==> src/rtl/obi_cmd_manager.sv <==
// OBI A/R initiator: turns controller commands into OBI requests and returns responses in issue order.
// Request appears one cycle after command fire; commands stall on pending-ungranted or outstanding limit, R stalls only on a full FIFO.
module obi_cmd_manager #(
  parameter int ADDR_WIDTH      = 32,
  parameter int DATA_WIDTH      = 32,
  parameter int MAX_OUTSTANDING = 2,
  parameter int RSP_DEPTH       = 2
) (
  input  logic                    clk_i,
  input  logic                    reset_ni,
  input  logic                    cmd_valid_i,
  output logic                    cmd_ready_o,
  input  logic                    cmd_we_i,
  input  logic [ADDR_WIDTH-1:0]   cmd_addr_i,
  input  logic [DATA_WIDTH/8-1:0] cmd_be_i,
  input  logic [DATA_WIDTH-1:0]   cmd_wdata_i,
  output logic                    obi_req_o,
  input  logic                    obi_gnt_i,
  output logic [ADDR_WIDTH-1:0]   obi_addr_o,
  output logic                    obi_we_o,
  output logic [DATA_WIDTH/8-1:0] obi_be_o,
  output logic [DATA_WIDTH-1:0]   obi_wdata_o,
  input  logic                    obi_rvalid_i,
  output logic                    obi_rready_o,
  input  logic [DATA_WIDTH-1:0]   obi_rdata_i,
  input  logic                    obi_err_i,
  output logic                    rsp_valid_o,
  input  logic                    rsp_ready_i,
  output logic [DATA_WIDTH-1:0]   rsp_rdata_o,
  output logic                    rsp_err_o,
  output logic                    rsp_we_o,
  output logic                    busy_o,
  output logic                    spurious_o
);
  localparam int BE_W  = DATA_WIDTH / 8;
  localparam int CNT_W = $clog2(MAX_OUTSTANDING + 1);
  localparam int TAG_W = (MAX_OUTSTANDING > 1) ? $clog2(MAX_OUTSTANDING) : 1;
  localparam int PTR_W = $clog2(RSP_DEPTH);

  typedef struct packed {
    logic [ADDR_WIDTH-1:0] addr;
    logic                  we;
    logic [BE_W-1:0]       be;
    logic [DATA_WIDTH-1:0] wdata;
  } a_req_t;

  typedef struct packed {
    logic                  err;
    logic [DATA_WIDTH-1:0] rdata;
    logic                  we;
  } rsp_t;

  logic             req_q, req_d;
  a_req_t           a_q, a_d;
  logic [CNT_W-1:0] out_q, out_d;
  logic             spur_q, spur_d;
  logic [TAG_W-1:0] tag_wr_q, tag_wr_d, tag_rd_q, tag_rd_d;
  logic             tag_mem_q [MAX_OUTSTANDING];
  logic [PTR_W-1:0] wr_ptr_q, wr_ptr_d, rd_ptr_q, rd_ptr_d;
  logic [PTR_W:0]   cnt_q, cnt_d;
  rsp_t             fifo_mem_q [RSP_DEPTH];
  rsp_t             rsp_head;

  logic             fifo_full, fifo_empty;
  logic             cmd_fire, a_gnt, r_acc, r_push, rsp_pop;
  logic [CNT_W:0]   inflight;

  function automatic logic [TAG_W-1:0] tag_inc(input logic [TAG_W-1:0] p);
    return (p == TAG_W'(MAX_OUTSTANDING - 1)) ? '0 : p + TAG_W'(1);
  endfunction

  assign fifo_full  = (cnt_q == (PTR_W+1)'(RSP_DEPTH));
  assign fifo_empty = (cnt_q == '0);

  // Counts the held request as in flight; same-cycle retirement is deliberately ignored.
  assign inflight    = {1'b0, out_q} + (CNT_W+1)'(req_q);
  assign cmd_ready_o = (!req_q || obi_gnt_i) && (inflight < (CNT_W+1)'(MAX_OUTSTANDING));
  assign cmd_fire    = cmd_valid_i && cmd_ready_o;
  assign a_gnt       = req_q && obi_gnt_i;

  // Nothing outstanding means any rvalid is spurious and is swallowed even when full.
  assign obi_rready_o = !fifo_full || (out_q == '0);
  assign r_acc        = obi_rvalid_i && obi_rready_o;
  assign r_push       = r_acc && (out_q != '0);
  assign rsp_pop      = rsp_valid_o && rsp_ready_i;

  assign obi_req_o   = req_q;
  assign obi_addr_o  = a_q.addr;
  assign obi_we_o    = a_q.we;
  assign obi_be_o    = a_q.be;
  assign obi_wdata_o = a_q.wdata;

  assign rsp_head    = fifo_mem_q[rd_ptr_q];
  assign rsp_valid_o = !fifo_empty;
  assign rsp_rdata_o = rsp_head.rdata;
  assign rsp_err_o   = rsp_head.err;
  assign rsp_we_o    = rsp_head.we;
  assign busy_o      = req_q || (out_q != '0) || !fifo_empty;
  assign spurious_o  = spur_q;

  always_comb begin
    req_d = req_q;
    a_d   = a_q;
    if (cmd_fire) begin
      req_d = 1'b1;
      a_d   = '{addr: cmd_addr_i, we: cmd_we_i, be: cmd_be_i, wdata: cmd_wdata_i};
    end else if (a_gnt) begin
      req_d = 1'b0;
    end

    out_d = out_q;
    if (a_gnt && !r_push) out_d = out_q + CNT_W'(1);
    else if (!a_gnt && r_push) out_d = out_q - CNT_W'(1);

    spur_d   = spur_q || (obi_rvalid_i && (out_q == '0));
    tag_wr_d = a_gnt ? tag_inc(tag_wr_q) : tag_wr_q;
    tag_rd_d = r_push ? tag_inc(tag_rd_q) : tag_rd_q;

    wr_ptr_d = r_push ? wr_ptr_q + PTR_W'(1) : wr_ptr_q;
    rd_ptr_d = rsp_pop ? rd_ptr_q + PTR_W'(1) : rd_ptr_q;
    cnt_d    = cnt_q;
    if (r_push && !rsp_pop) cnt_d = cnt_q + (PTR_W+1)'(1);
    else if (!r_push && rsp_pop) cnt_d = cnt_q - (PTR_W+1)'(1);
  end

  always_ff @(posedge clk_i or negedge reset_ni) begin
    if (!reset_ni) begin
      req_q    <= 1'b0;
      a_q      <= '0;
      out_q    <= '0;
      spur_q   <= 1'b0;
      tag_wr_q <= '0;
      tag_rd_q <= '0;
      wr_ptr_q <= '0;
      rd_ptr_q <= '0;
      cnt_q    <= '0;
    end else begin
      req_q    <= req_d;
      a_q      <= a_d;
      out_q    <= out_d;
      spur_q   <= spur_d;
      tag_wr_q <= tag_wr_d;
      tag_rd_q <= tag_rd_d;
      wr_ptr_q <= wr_ptr_d;
      rd_ptr_q <= rd_ptr_d;
      cnt_q    <= cnt_d;
    end
  end

  // Storage arrays need no reset: pointers and counts define which entries are live.
  always_ff @(posedge clk_i) begin
    if (a_gnt) tag_mem_q[tag_wr_q] <= a_q.we;
    if (r_push) fifo_mem_q[wr_ptr_q] <= '{err: obi_err_i, rdata: obi_rdata_i, we: tag_mem_q[tag_rd_q]};
  end
endmodule
==> config.mk <==
export PLATFORM = sky130hd
export DESIGN_NAME = obi_cmd_manager
export DESIGN_NICKNAME = d
export VERILOG_FILES = /design/src/rtl/obi_cmd_manager.sv
export SDC_FILE = /design/constraint.sdc
export NUM_CORES = 1
export LEC_CHECK = 0
export ABC_AREA = 1
export CORE_MARGIN = 2
export CORE_UTILIZATION = 44
export CTS_BUF_LIST = sky130_fd_sc_hd__clkbuf_8 sky130_fd_sc_hd__clkbuf_16
export CTS_CLUSTER_SIZE = 20
export DETAILED_ROUTE_END_ITERATION = 10
export PLACE_DENSITY = 0.8
export SYNTH_ARGS = -nofsm -noshare
export SYNTH_HDL_FRONTEND = slang
export SYNTH_SLANG_ARGS = --single-unit
export TNS_END_PERCENT = 5
==> constraint.sdc <==
create_clock -name clk_i -period 3.1 [get_ports clk_i]
set_input_delay 0.31 -clock clk_i [delete_from_list [all_inputs] [get_ports clk_i]]
set_output_delay 0.31 -clock clk_i [all_outputs]
set_load 0.01 [all_outputs]
==> flow_summary.ini, run 1 <==
[cells_and_area]
final_common_cell = nand2_1
finalNetCount = 873
area_delta_synth_final_pct = 48.4
n_antenna_cell = 0
final_cell_mix = nand2_1 (263), clkdlybuf4s50_1 (214), dfrtp_1 (79)
drive_gt1_frac = 0.0528

[status]
status = finished clean

[clocking]
h-tree-depth = 4
cts.repair.resized = 0
cts_sinks = 149
cts_tree = yes
cts_hold_buf = 0
clock_latency_ns = 0.41
cts_buffer_depth = 2
clk_pin_slew_worst_paths_ns = 0.06
cts_buffers = 17
root_buffer = clkbuf_16
cts_setup_buffers = 0

[sta]
hold_viol = 0
skew_ns = 0.00963
maxSlewHeadroom = 0.324
rsz0062_at_grt = no
period_share = 0.859
setup-violations-final = 0
hold_ws_ns = 0.0391
tightestPinTransition_ns = 1.01
setup_slack_ns = 0.438
fmax_mhz = 376
min_period_ns = 2.66
drv_slew = 0
tns_ns = 0

[route]
vias_per_cell = 4.86
wl_per_cell_um = 15.4
routed_wl_um = 14700
drc_errors = 0
vias = 4631
drt-pass1-iter-count = 5
drtIter0Drc = 248
antenna_left = 0

[placed_design]
gp_congestion = 0.832
hpwl_um = 10100
portBuffers = 216
dp_slack_ns = 0.817

[critical_path]
cp_slowest_cell = clkinv_1
path_common_cell = nand2_1
critPathMaxStageDelay_ns = 0.72
required_ns = 2.79
cp-start-kind = register
crit_chain = clkinv_1 > nand2_1 > nand2_1 > clkdlybuf4s50_1
endpoint_kind = output port
cp_max_fo = 35
path_class = reg -> out
rrSetupSlack_ns = 1.31
crit_arrival_ns = 2.35

[global_route]
grt_pass1_wl_um = 22800
grtUsageTotal = 0.208
antenna_found_initial = 0
first_global_vias = 4585
grt_max_degree = 80
grt_overflow = 0

[power_and_ir_drop]
power_switching_mw = 2.99
ir_worst_vdd_uv = 579
switching_share = 0.342
p_total_mw = 8.76
p_seq_frac = 0.363
cellPowerDensity_nw_per_um2 = 1010
clockPowerShare = 0.223
p_comb_frac = 0.414
p_leak_nw = 3.87
power.internal_mw = 5.77

[die]
placementRows = 42
core-area_um2 = 13100
dieArea_um2 = 14200
chipHeight_um = 119
initial_core_util = 0.445
dieWidth_um = 119
ios = 217

[flow_run]
cap_violations = 0

[hold_path]
hold_class = in -> async

[synth]
ys_types = 17
yosys_warnings = 0
syn_area_per_cell_um2 = 10.6
synth_area_um2 = 5820
syn_inst = 551
ys_seq_area_frac = 0.701
synth_seq_cells = 149
synth_nets = 661
power by group through the flow:
stage / combinational, mW / clock (mW) / sequential, mW
2_1_floorplan: 1.59 / 0 / 3.37
3_3_place_gp: 3.56 / 0 / 3.17
3_5_place_dp: 3.65 / 0 / 3.20
4_1_cts: 3.68 / 2.00 / 3.18
5_1_grt: 3.96 / 2.08 / 3.25
6_report: 3.63 / 1.95 / 3.18
sequential cells by signal (all words and copies together) (netlist names):
name	flops
obi_be_o	4
tag_rd_q	1
tag_mem_q	2
rd_ptr_q	1
out_q	2
spurious_o	1
tag_wr_q	1
obi_addr_o	32
fifo_mem_q	68
obi_we_o	1
obi_req_o	1
wr_ptr_q	1
obi_wdata_o	32
cnt_q	2
stage by stage:
stage / util / instances / area (um2)
after floorplan: - / 551 / 5820
after global placement: 0.616 / 920 / 8060
after detailed placement: 0.616 / 920 / 8060
after CTS: 0.660 / 952 / 8640
after global routing: 0.660 / 952 / 8640
final: 0.660 / 952 / 8640
per-layer routing:
metal	global-route usage	vias to the layer above	wire [um]
met4	0.0804	0	298
met3	0.0824	25	1450
li1	-	2211	-
met5	0	-	0
met2	0.330	216	7030
met1	0.255	2179	5910
cell usage after synthesis, drive strengths merged:
master / count / area share
inv: 17 / 0.011
ha: 2 / 0.0043
nand4: 6 / 0.0064
edfxtp: 70 / 0.36
nand3: 73 / 0.063
dfrtp: 79 / 0.34
clkbuf: 3 / 0.0019
a31o: 1 / 0.0015
nor2: 6 / 0.0052
xor2: 2 / 0.0030
nand2: 263 / 0.17
xnor2: 2 / 0.0030
clkinv: 1 / 0.00064
buf: 26 / 0.030
logic make-up after synthesis:
group | Yosys count | share of synthesized area
AO/OA/AOI/OAI | 1 | 0.00151
adder cells (fa/ha/maj) | 2 | 0.00430
XOR/XNOR | 4 | 0.00602
buffers and inverters | 47 | 0.0434
flip-flops | 149 | 0.701
AND/OR/NAND/NOR | 348 | 0.244
area by class of cell:
class,instances,area [um2]
fill,992,4450
sequential,149,4080
timing repair buffer,222,2200
multi-input combinational,355,1500
clock buffer,21,492
tap,176,220
clock inverter,11,83.8
inverter,18,67.6
worst paths after layout:
kind,end,start,cells after the start
max reg2reg,fifo_mem_q[1][9]$_DFFE_PP_,out_q[0]$_DFFE_PN0P_,5
max,rsp_rdata_o[1],rd_ptr_q$_DFFE_PN0P_,4
min,obi_wdata_o[26]$_DFFE_PN0P_,reset_ni,1
min in group clk_i,obi_wdata_o[29]$_DFFE_PN0P_,cmd_valid_i,3
min reg2reg,obi_wdata_o[15]$_DFFE_PN0P_,obi_wdata_o[15]$_DFFE_PN0P_,2
max in group asynchronous,obi_wdata_o[1]$_DFFE_PN0P_,reset_ni,1
worst max-delay path, delay by kind of cell, from the launching register on:
kind | cells | cell delay (ns)
and+or+nand+nor | 2 | 0.39
DFF | 1 | 0.35
buffers and inverters | 2 | 1.20
No activity file was read; power rests on OpenSTA's default activity.
==> inputs of run 2 (changes only) <==
Settings changed: CORE_UTILIZATION 44 to 40, CTS_BUF_LIST sky130_fd_sc_hd__clkbuf_8 sky130_fd_sc_hd__clkbuf_16 to unset, PLACE_DENSITY 0.8 to 0.76.
Clock period 3.1 ns to 2.2 ns, I/O delays scaled along.
==> run 2 against run 1 <==
Register-to-register slack got worse by 0.75 ns. Sequential cell count unchanged. Clock skew shrank 0.0017 ns. First-iteration DRC count grew 7.3%. Global-route usage is 1.7 points lower. Critical path depth rose by 1. Total power up 44%. Largest cell class unchanged. Die area up 9.7%. Sequential share of layout area is 0.84 points lower. Setup slack lost 0.31 ns.
==> flow_summary.ini, run 2 (synthesis results as in run 1) <==
[placed_design]
dpl_cell_area_um2 = 8180
gp_congestion = 0.776
portBuffers = 216
dp_slack_ns = 0.429
hpwl_um = 9730
dp_cells = 930

[route]
vias_per_cell = 4.77
drtIter0Drc = 266
drt-pass1-iter-count = 7
wl_per_cell_um = 14.9
antenna_left = 0
vias = 4591
drc_errors = 0
routed_wl_um = 14400

[cells_and_area]
drive_gt1_frac = 0.0566
nFillCells = 1130
final_common_cell = nand2_1
final_cell_mix = nand2_1 (263), clkdlybuf4s50_1 (213), dfrtp_1 (79)
largest_reg_flops = 68
finalNetCount = 876
top_register = fifo_mem_q
final_cells = 962
final_area_um2 = 8790
area_delta_synth_final_pct = 51.1
utilization = 0.612
n_antenna_cell = 0

[power_and_ir_drop]
ir_worst_vdd_uv = 861
cellPowerDensity_nw_per_um2 = 1430
p_leak_nw = 3.93
p_total_mw = 12.6

[clocking]
root_buffer = clkbuf_16
cts_tree = yes
cts_sinks = 149
cts_buffer_depth = 2
clock_latency_ns = 0.41
h-tree-depth = 4
cts_setup_buffers = 0
cts_buffers = 17
clk_pin_slew_worst_paths_ns = 0.06

[die]
dieWidth_um = 125
chipHeight_um = 125
core-area_um2 = 14400
placementRows = 44
ios = 217
initial_core_util = 0.405
dieArea_um2 = 15500

[global_route]
grtUsageTotal = 0.191
first_global_vias = 4717
antenna_found_initial = 0
grt_max_degree = 80
grt_pass1_wl_um = 23500
grt_overflow = 0

[sta]
maxSlewHeadroom = 0.702
hold_ws_ns = 0.352
setup-violations-final = 0
period_share = 0.942
drv_slew = 0
fmax_mhz = 483
setup_slack_ns = 0.128
hold_viol = 0
rsz0062_at_grt = no
min_period_ns = 2.07
skew_ns = 0.00794
tightestPinTransition_ns = 0.447
tns_ns = 0

[critical_path]
path_common_cell = nand2_1
critPathMaxStageDelay_ns = 0.54
cp_max_fo = 27
crit_arrival_ns = 1.85
cp-start-kind = register
crit_end = rsp_rdata_o[29]
endpoint_kind = output port
rrSetupSlack_ns = 0.56
reg2reg_to = cnt_q[1]$_DFFE_PN0P_
cp_slowest_cell = clkdlybuf4s50_1
path_class = reg -> out
reg2reg_depth = 9
crit_chain = clkinv_2 > buf_12 > nand2_1 > nand2_1 > clkdlybuf4s50_1
required_ns = 1.98
cp-startpoint = rd_ptr_q$_DFFE_PN0P_
r2r_start = cnt_q[0]$_DFFE_PN0P_

[flow_run]
cap_violations = 0

[status]
status = finished clean

[hold_path]
hold_class = in -> reg
[run 2: cell types whose count changed in the layout (fill, tap and decap cells not counted), moves of 2 or more]
cell / before / now
inv_1: 19 / 16
bufinv_16: 1 / 3
clkbuf_1: 0 / 2
buf_12: 0 / 7
buf_4: 7 / 1
[run 2: worst min path at each step]
| stage | start | endpoint | slack (ns) | depth (start not counted) |
|---|---|---|---|---|
| detailed placement | reset_ni | obi_wdata_o[7]$_DFFE_PN0P_ | 0.27 | 2 |
| global placement | reset_ni | obi_wdata_o[7]$_DFFE_PN0P_ | 0.26 | 2 |
| global route | cmd_valid_i | obi_wdata_o[14]$_DFFE_PN0P_ | 0.35 | 4 |
| finish | cmd_valid_i | obi_addr_o[23]$_DFFE_PN0P_ | 0.35 | 4 |
| CTS | cmd_be_i[1] | obi_be_o[1]$_DFFE_PN0P_ | 0.34 | 3 |
| floorplan | reset_ni | cnt_q[0]$_DFFE_PN0P_ | -0.08 | 0 |
[run 2: area by class of cell]
class / count / area [um2] / share of cell area
Inverter: 18 / 68.8 / 0.00782
Sequential cell: 149 / 4080 / 0.464
Clock buffer: 22 / 474 / 0.0539
Multi-Input combinational cell: 355 / 1500 / 0.170
Tap cell: 184 / 230 / 0.0262
Clock inverter: 9 / 128 / 0.0145
Timing Repair Buffer: 225 / 2320 / 0.264
[run 2: critical path: cells and delay by family, from the launching register on]
family	cells	cell delay [ns]
buffers and inverters	3	0.87
flip-flops	1	0.40
AND/OR/NAND/NOR	2	0.15
[run 2: power by group]
part           internal [mW]  total, mW  leakage (nW)  switching [mW]
Clock                   1.86       2.91         0.300            1.05
Combinational           2.57       5.23          2.02            2.66
Sequential              3.98       4.47          1.62           0.482
[run 2: timing repair]
action                                 in CTS  in global routing
setup endpoints to repair                   2                  8
gates resized for setup                     1                  2
endpoints found under the hold margin      79                  0
hold buffers                                1                  0
[run 2: routing by layer]
| layer | global-route usage | part of all wire | vias up |
|---|---|---|---|
| met2 | 0.293 | 0.46 | 210 |
| li1 | - | - | 2216 |
| met1 | 0.234 | 0.41 | 2146 |
| met5 | 0 | 0 | - |
| met3 | 0.0915 | 0.11 | 19 |
| met4 | 0.0720 | 0.018 | 0 |
==> inputs of run 3 (changes only) <==
Settings changed: SLEW_MARGIN set to 15.
==> results of run 3 <==
Same layout as run 2: the final DEF is identical, and so are final timing and power.
